File: config.mk
export PLATFORM = sky130hd
export DESIGN_NAME = ps2_keyboard_rx
export DESIGN_NICKNAME = d
export VERILOG_FILES = /design/src/rtl/ps2_keyboard_rx.sv
export SDC_FILE = /design/constraint.sdc
export NUM_CORES = 1
export LEC_CHECK = 0
export CORE_UTILIZATION = 56
export CTS_CLUSTER_SIZE = 20
export DETAILED_ROUTE_END_ITERATION = 8
export PLACE_DENSITY = 0.71
export SLEW_MARGIN = 20
export SYNTH_ARGS = -nofsm -noshare
export SYNTH_HDL_FRONTEND = slang
export SYNTH_SLANG_ARGS = --single-unit
File: constraint.sdc
create_clock -name Clk -period 4.77 [get_ports Clk]
set_input_delay 0.477 -clock Clk [delete_from_list [all_inputs] [get_ports Clk]]
set_output_delay 0.477 -clock Clk [all_outputs]
set_load 0.03 [all_outputs]
File: src/rtl/ps2_keyboard_rx.sv
// PS/2 keyboard receiver: frame checker, set-2 decoder, event FIFO.
// Ports: Clk, Reset_n; raw PS2_Clk/PS2_Data; Event_* FWFT valid/ready; Frame_Err, Overflow pulses; Fifo_Count.
module ps2_keyboard_rx #(
  parameter int FILTER_LEN     = 8,
  parameter int TIMEOUT_CYCLES = 100000,
  parameter int FIFO_DEPTH     = 8,
  parameter bit REPEAT_FILTER  = 1'b1
) (
  input  logic                        Clk,
  input  logic                        Reset_n,
  input  logic                        PS2_Clk,
  input  logic                        PS2_Data,
  output logic                        Event_Valid,
  input  logic                        Event_Ready,
  output logic [7:0]                  Event_Code,
  output logic                        Event_Press,
  output logic                        Event_Ext,
  output logic                        Frame_Err,
  output logic                        Overflow,
  output logic [$clog2(FIFO_DEPTH):0] Fifo_Count
);

  localparam int AW = $clog2(FIFO_DEPTH);
  localparam int CW = AW + 1;
  localparam int TW = $clog2(TIMEOUT_CYCLES + 1);

  localparam logic [7:0] FLT_LAST =
    8'(FILTER_LEN - 1);
  localparam logic [TW-1:0] TMO_LAST =
    TW'(TIMEOUT_CYCLES - 1);
  localparam logic [CW-1:0] FULL_CNT =
    CW'(FIFO_DEPTH);

  typedef struct packed {
    logic       ext;
    logic       press;
    logic [7:0] code;
  } event_t;

  typedef enum logic [1:0] {
    S_IDLE,
    S_DATA,
    S_PARITY,
    S_STOP
  } state_t;

  logic [1:0] clk_sync;
  logic [1:0] dat_sync;

  always_ff @(posedge Clk or negedge Reset_n) begin
    if (!Reset_n) begin
      clk_sync <= 2'b11;
      dat_sync <= 2'b11;
    end else begin
      clk_sync <= {clk_sync[0], PS2_Clk};
      dat_sync <= {dat_sync[0], PS2_Data};
    end
  end

  // A line only changes after FILTER_LEN
  // consecutive samples disagree with it.
  logic       clk_f;
  logic       dat_f;
  logic [7:0] clk_cnt;
  logic [7:0] dat_cnt;

  always_ff @(posedge Clk or negedge Reset_n) begin
    if (!Reset_n) begin
      clk_f   <= 1'b1;
      clk_cnt <= '0;
    end else if (clk_sync[1] == clk_f) begin
      clk_cnt <= '0;
    end else if (clk_cnt == FLT_LAST) begin
      clk_f   <= clk_sync[1];
      clk_cnt <= '0;
    end else begin
      clk_cnt <= clk_cnt + 8'd1;
    end
  end

  always_ff @(posedge Clk or negedge Reset_n) begin
    if (!Reset_n) begin
      dat_f   <= 1'b1;
      dat_cnt <= '0;
    end else if (dat_sync[1] == dat_f) begin
      dat_cnt <= '0;
    end else if (dat_cnt == FLT_LAST) begin
      dat_f   <= dat_sync[1];
      dat_cnt <= '0;
    end else begin
      dat_cnt <= dat_cnt + 8'd1;
    end
  end

  logic clk_prev;
  logic fall;

  always_ff @(posedge Clk or negedge Reset_n) begin
    if (!Reset_n) clk_prev <= 1'b1;
    else          clk_prev <= clk_f;
  end

  assign fall = clk_prev & ~clk_f;

  state_t        state;
  logic [2:0]    bit_cnt;
  logic [7:0]    shift;
  logic          par;
  logic [TW-1:0] tcnt;
  logic          frame_err;

  logic in_frame;
  logic tmo;
  logic stop_edge;
  logic byte_ok;
  logic bad;

  // Good byte: stop bit 1 and odd parity
  // over the eight data bits plus parity.
  always_comb begin
    in_frame  = (state != S_IDLE);
    tmo       = in_frame & ~fall &
                (tcnt == TMO_LAST);
    stop_edge = (state == S_STOP) & fall;
    byte_ok   = stop_edge & dat_f &
                (^{shift, par});
    bad       = tmo |
                (stop_edge & ~byte_ok) |
                ((state == S_IDLE) & fall & dat_f);
  end

  always_ff @(posedge Clk or negedge Reset_n) begin
    if (!Reset_n) begin
      state     <= S_IDLE;
      bit_cnt   <= '0;
      shift     <= '0;
      par       <= 1'b0;
      tcnt      <= '0;
      frame_err <= 1'b0;
    end else begin
      frame_err <= bad;
      if (!in_frame || fall) tcnt <= '0;
      else                   tcnt <= tcnt + TW'(1);
      if (tmo) begin
        state <= S_IDLE;
      end else if (fall) begin
        unique case (state)
          S_IDLE: begin
            if (!dat_f) begin
              state   <= S_DATA;
              bit_cnt <= '0;
            end
          end
          S_DATA: begin
            shift   <= {dat_f, shift[7:1]};
            bit_cnt <= bit_cnt + 3'd1;
            if (bit_cnt == 3'd7) state <= S_PARITY;
          end
          S_PARITY: begin
            par   <= dat_f;
            state <= S_STOP;
          end
          S_STOP:  state <= S_IDLE;
          default: state <= S_IDLE;
        endcase
      end
    end
  end

  assign Frame_Err = frame_err;

  logic       ext_q;
  logic       brk_q;
  logic       lm_valid;
  logic [8:0] lm_key;
  logic       ev_push;
  event_t     ev_q;
  logic [8:0] key;
  logic       lm_hit;

  assign key    = {ext_q, shift};
  assign lm_hit = lm_valid & (lm_key == key);

  always_ff @(posedge Clk or negedge Reset_n) begin
    if (!Reset_n) begin
      ext_q    <= 1'b0;
      brk_q    <= 1'b0;
      lm_valid <= 1'b0;
      lm_key   <= '0;
      ev_push  <= 1'b0;
      ev_q     <= '0;
    end else begin
      ev_push <= 1'b0;
      if (bad) begin
        ext_q <= 1'b0;
        brk_q <= 1'b0;
      end else if (byte_ok) begin
        unique case (1'b1)
          (shift == 8'hE0): ext_q <= 1'b1;
          (shift == 8'hF0): brk_q <= 1'b1;
          (shift == 8'hE1): begin
          end
          default: begin
            ext_q <= 1'b0;
            brk_q <= 1'b0;
            ev_q  <= {ext_q, ~brk_q, shift};
            if (brk_q) begin
              ev_push <= 1'b1;
              if (lm_hit) lm_valid <= 1'b0;
            end else if (!(REPEAT_FILTER && lm_hit)) begin
              ev_push  <= 1'b1;
              lm_valid <= 1'b1;
              lm_key   <= key;
            end
          end
        endcase
      end
    end
  end

  event_t        mem [FIFO_DEPTH];
  logic [AW-1:0] wptr;
  logic [AW-1:0] rptr;
  logic [CW-1:0] count;
  logic          ovf;
  logic          pop;
  logic          full;
  logic          push;
  event_t        head;

  assign Event_Valid = (count != '0);
  assign pop         = Event_Valid & Event_Ready;
  assign full        = (count == FULL_CNT);
  // A pop frees the slot the push needs,
  // so both proceed when full.
  assign push        = ev_push & (~full | pop);

  always_ff @(posedge Clk) begin
    if (push) mem[wptr] <= ev_q;
  end

  always_ff @(posedge Clk or negedge Reset_n) begin
    if (!Reset_n) begin
      wptr  <= '0;
      rptr  <= '0;
      count <= '0;
      ovf   <= 1'b0;
    end else begin
      ovf <= ev_push & full & ~pop;
      if (push) wptr <= wptr + AW'(1);
      if (pop)  rptr <= rptr + AW'(1);
      count <= count + CW'(push) - CW'(pop);
    end
  end

  assign head        = mem[rptr];
  assign Event_Code  = Event_Valid ? head.code : '0;
  assign Event_Press = Event_Valid & head.press;
  assign Event_Ext   = Event_Valid & head.ext;
  assign Overflow    = ovf;
  assign Fifo_Count  = count;

endmodule

==> run_results.csv <==
group,metric,value,unit
finish,final-seq-area,0.00464,mm²
timing,worst_pin_slew,1.12,ns
timing,setup_ws,1.35,ns
setup_path,cp.required,4.29,ns
clocking,cts_buffers,17,
setup_path,critPathCaptureType,"primary output",
setup_path,worstPathArrival,2.94,ns
routing,drcViolationCount,0,
clocking,cts_tree,"built",
routing,wirelength,12300,µm
pwr,p_clk_frac,0.339,
setup_path,worstPathMaxFanout,12,
placed_design,dp_slack,1.76,ns
routing,via_per_inst,5.44,
placed_design,gp_congestion,0.768,
floorplan,pin_count,22,
routing,initialDrtViolationCount,197,
finish,fillers,902,
clocking,cts_max_level,4,
routing,vias,3902,
yosys,synth.cell_area,0.00740,mm²
status,status,"complete, no violations",
yosys,yosys_warnings,0,
timing,setup_viol_count_final,0,
global_route,antenna_found_initial,0,
finish,drive_above_1_share,0.167,
yosys,yosysSeqAreaShare,0.627,
global_route,gr-total-overflow,0,
yosys,synth_top_area_share,0.325,
global_route,first_global_vias,4045,
pwr,power_leakage,3.37,nW
floorplan,die-area,0.0137,mm²
floorplan,die_x,117,µm
timing,period_share,0.716,
floorplan,initial_core_util,0.579,
floorplan,num_rows,41,
pwr,switching_share,0.297,
timing,post-route-min-period,3.42,ns
clocking,clk_pin_slew,0.06,ns
setup_path,critPathLaunchType,"flop",
pwr,vdd_drop_max,0.244,mV
yosys,syn_avg_cell_area,14.3,µm²
global_route,grt_util_all_layers,0.205,
pwr,p_seq_frac,0.449,
yosys,ys_ff_latch,169,
floorplan,core_region_area,0.0128,mm²
clocking,cts_sinks,169,
floorplan,die_y,117,µm
finish,fin_util,0.651,
yosys,synth_common_cells,"dfrtp_1 (82), edfxtp_1 (80), nor2_1 (54)",
yosys,async_reset_ff_frac,0.527,
yosys,synth_edf_count,80,
placed_design,dp_hpwl,8100,µm
finish,insertedDiodeCount,0,
timing,maxSlewHeadroom,0.250,
yosys,yosysTopAreaCell,"edfxtp_1",
flow_run,max_cap_viol_count,0,
clocking,ctsHoldBuffers,0,
routing,first_pass_iters,5,
yosys,synth_top_flop_cell,"dfrtp_1",
timing,timing_hold_violations_final,0,
pwr,combPwrFrac,0.212,
pwr,cellInternalPower,2.81,mW
timing,rsz0062_at_grt,"false",
timing,fin_skew,0.0146,ns
clocking,clockBufferDepth,2,
clocking,cts_setup_buffers,0,
routing,routedWlPerCell,17.1,µm
finish,nets,557,
setup_path,criticalPathCategory,"reg -> out",
yosys,synthesis.nets,541,
pwr,switching_power,1.19,mW
placed_design,io_buffers,21,
yosys,synth_cell_types,47,
global_route,grt_pass1_wl,20500,µm
clocking,cts-root-buf,"clkbuf_16",
clocking,insertion_delay,0.43,ns
yosys,syn_inst,516,
yosys,synth.area.top_cells,"edfxtp_1 (32%), dfrtp_1 (28%), mux4_2 (6.1%), ha_1 (3.2%), xnor2_1 (3.2%)",
routing,ant_nets,0,
timing,finalSetupTns,0,ns
finish,area_delta_synth_final,12.3,%
timing,slew_viol_final,0,
finish,multi_input_area,0.00257,mm²
clocking,cts_resized,0,
global_route,grt_max_degree,48,
hold_path,holdCritPathClass,"in -> async",
yosys,yosysMostFrequentCell,"dfrtp_1",
timing,fmaxAchievable,293,MHz
pwr,p_per_area,481,mW/mm²
==> cells by family after synthesis <==
logic type               after synthesis  synth area share
AO/OA/AOI/OAI                         19            0.0176
XOR/XNOR                              50            0.0638
adder cells (fa/ha/maj)               20            0.0348
buffers and inverters                 46            0.0276
flip-flops                           169             0.627
multiplexers                          64             0.131
AND/OR/NAND/NOR                      148            0.0986
==> state kept, by name, indices dropped and copies added, names as in the netlist, 2 cells and up <==
name / cells
tcnt: 17
shift: 8
state: 2
mem: 80
wptr: 3
rptr: 3
Fifo_Count: 4
bit_cnt: 3
dat_sync: 2
ev_q: 10
clk_sync: 2
dat_cnt: 8
clk_cnt: 8
lm_key: 9
==> final timing paths <==
| check | cells past startpoint | start | slack, ns | to |
|---|---|---|---|---|
| worst max-delay path | 5 | rptr[0]$_DFFE_PN0N_ | 1.35 | Event_Code[7] |
| worst min-delay path | 1 | Reset_n | 0.04 | tcnt[9]$_DFF_PN0_ |
| worst max register to register | 10 | Fifo_Count[2]$_DFF_PN0_ | 2.06 | Fifo_Count[2]$_DFF_PN0_ |
| worst min register to register | 0 | dat_sync[0]$_DFF_PN1_ | 0.36 | dat_sync[1]$_DFF_PN1_ |
| max in group asynchronous | 2 | Reset_n | 3.75 | wptr[0]$_DFFE_PN0P_ |
| min in group Clk | 0 | dat_sync[0]$_DFF_PN1_ | 0.36 | dat_sync[1]$_DFF_PN1_ |
==> stage by stage <==
stage | hold slack [ns] | cells | area [µm²] | total power [mW]
2_1_floorplan | 0.181 | 516 | 7400 | 2.43
3_3_place_gp | 0.348 | 685 | 7720 | 2.64
3_5_place_dp | 0.352 | 685 | 7720 | 2.68
4_1_cts | 0.0445 | 717 | 8300 | 4.03
5_1_grt | 0.0683 | 717 | 8310 | 4.19
6_report | 0.0352 | 717 | 8310 | 3.99
==> worst max-delay path: stages, from the launching register on <==
cell             delay, ns
dfrtp_1               0.75
buf_4                 0.37
mux4_2                0.55
mux2i_1               0.16
nor2_1                0.07
clkdlybuf4s50_1       0.61
==> per-layer routing <==
metal	vias to the layer above	track usage	wire length, µm
met5	-	0	0
met4	0	0.0810	97
met3	5	0.0469	427
met2	61	0.348	6360
met1	1953	0.256	5380
li1	1883	-	-
==> placed cells by master, fill, tap and decap left out, types with 3 or more instances in the layout <==
master / count
nand2_1: 22
dfstp_2: 7
and3_1: 11
xnor2_1: 27
nor2_1: 54
xor2_1: 21
ha_1: 19
dfrtp_1: 82
edfxtp_1: 80
mux2_1: 11
mux2_4: 9
nor3b_1: 3
or4_1: 3
inv_6: 3
clkinv_2: 3
inv_1: 20
nor4_1: 5
clkbuf_16: 17
a21oi_1: 5
buf_4: 3
o211ai_1: 3
nor3_1: 4
clkinv_4: 4
nand4_1: 7
mux2i_1: 11
mux2_2: 13
nor2b_1: 3
nand2b_1: 5
or2_2: 3
mux4_2: 20
clkdlybuf4s50_1: 20
nand3_1: 17
==> power groups by stage <==
stage	sequential, mW	combinational, mW	clock [mW]
after floorplan	1.75	0.673	0
after global placement	1.82	0.821	0
after detailed placement	1.83	0.855	0
after CTS	1.80	0.859	1.37
after global routing	1.82	0.938	1.44
final	1.80	0.845	1.35
==> layout make-up <==
type	instances	share of cell area
Sequential cell	169	0.558
Inverter	20	0.00903
Tap cell	172	0.0259
Clock buffer	18	0.0529
Multi-Input combinational cell	301	0.309
Clock inverter	14	0.0178
Timing Repair Buffer	23	0.0268
No activity file was read; power rests on OpenSTA's default activity.
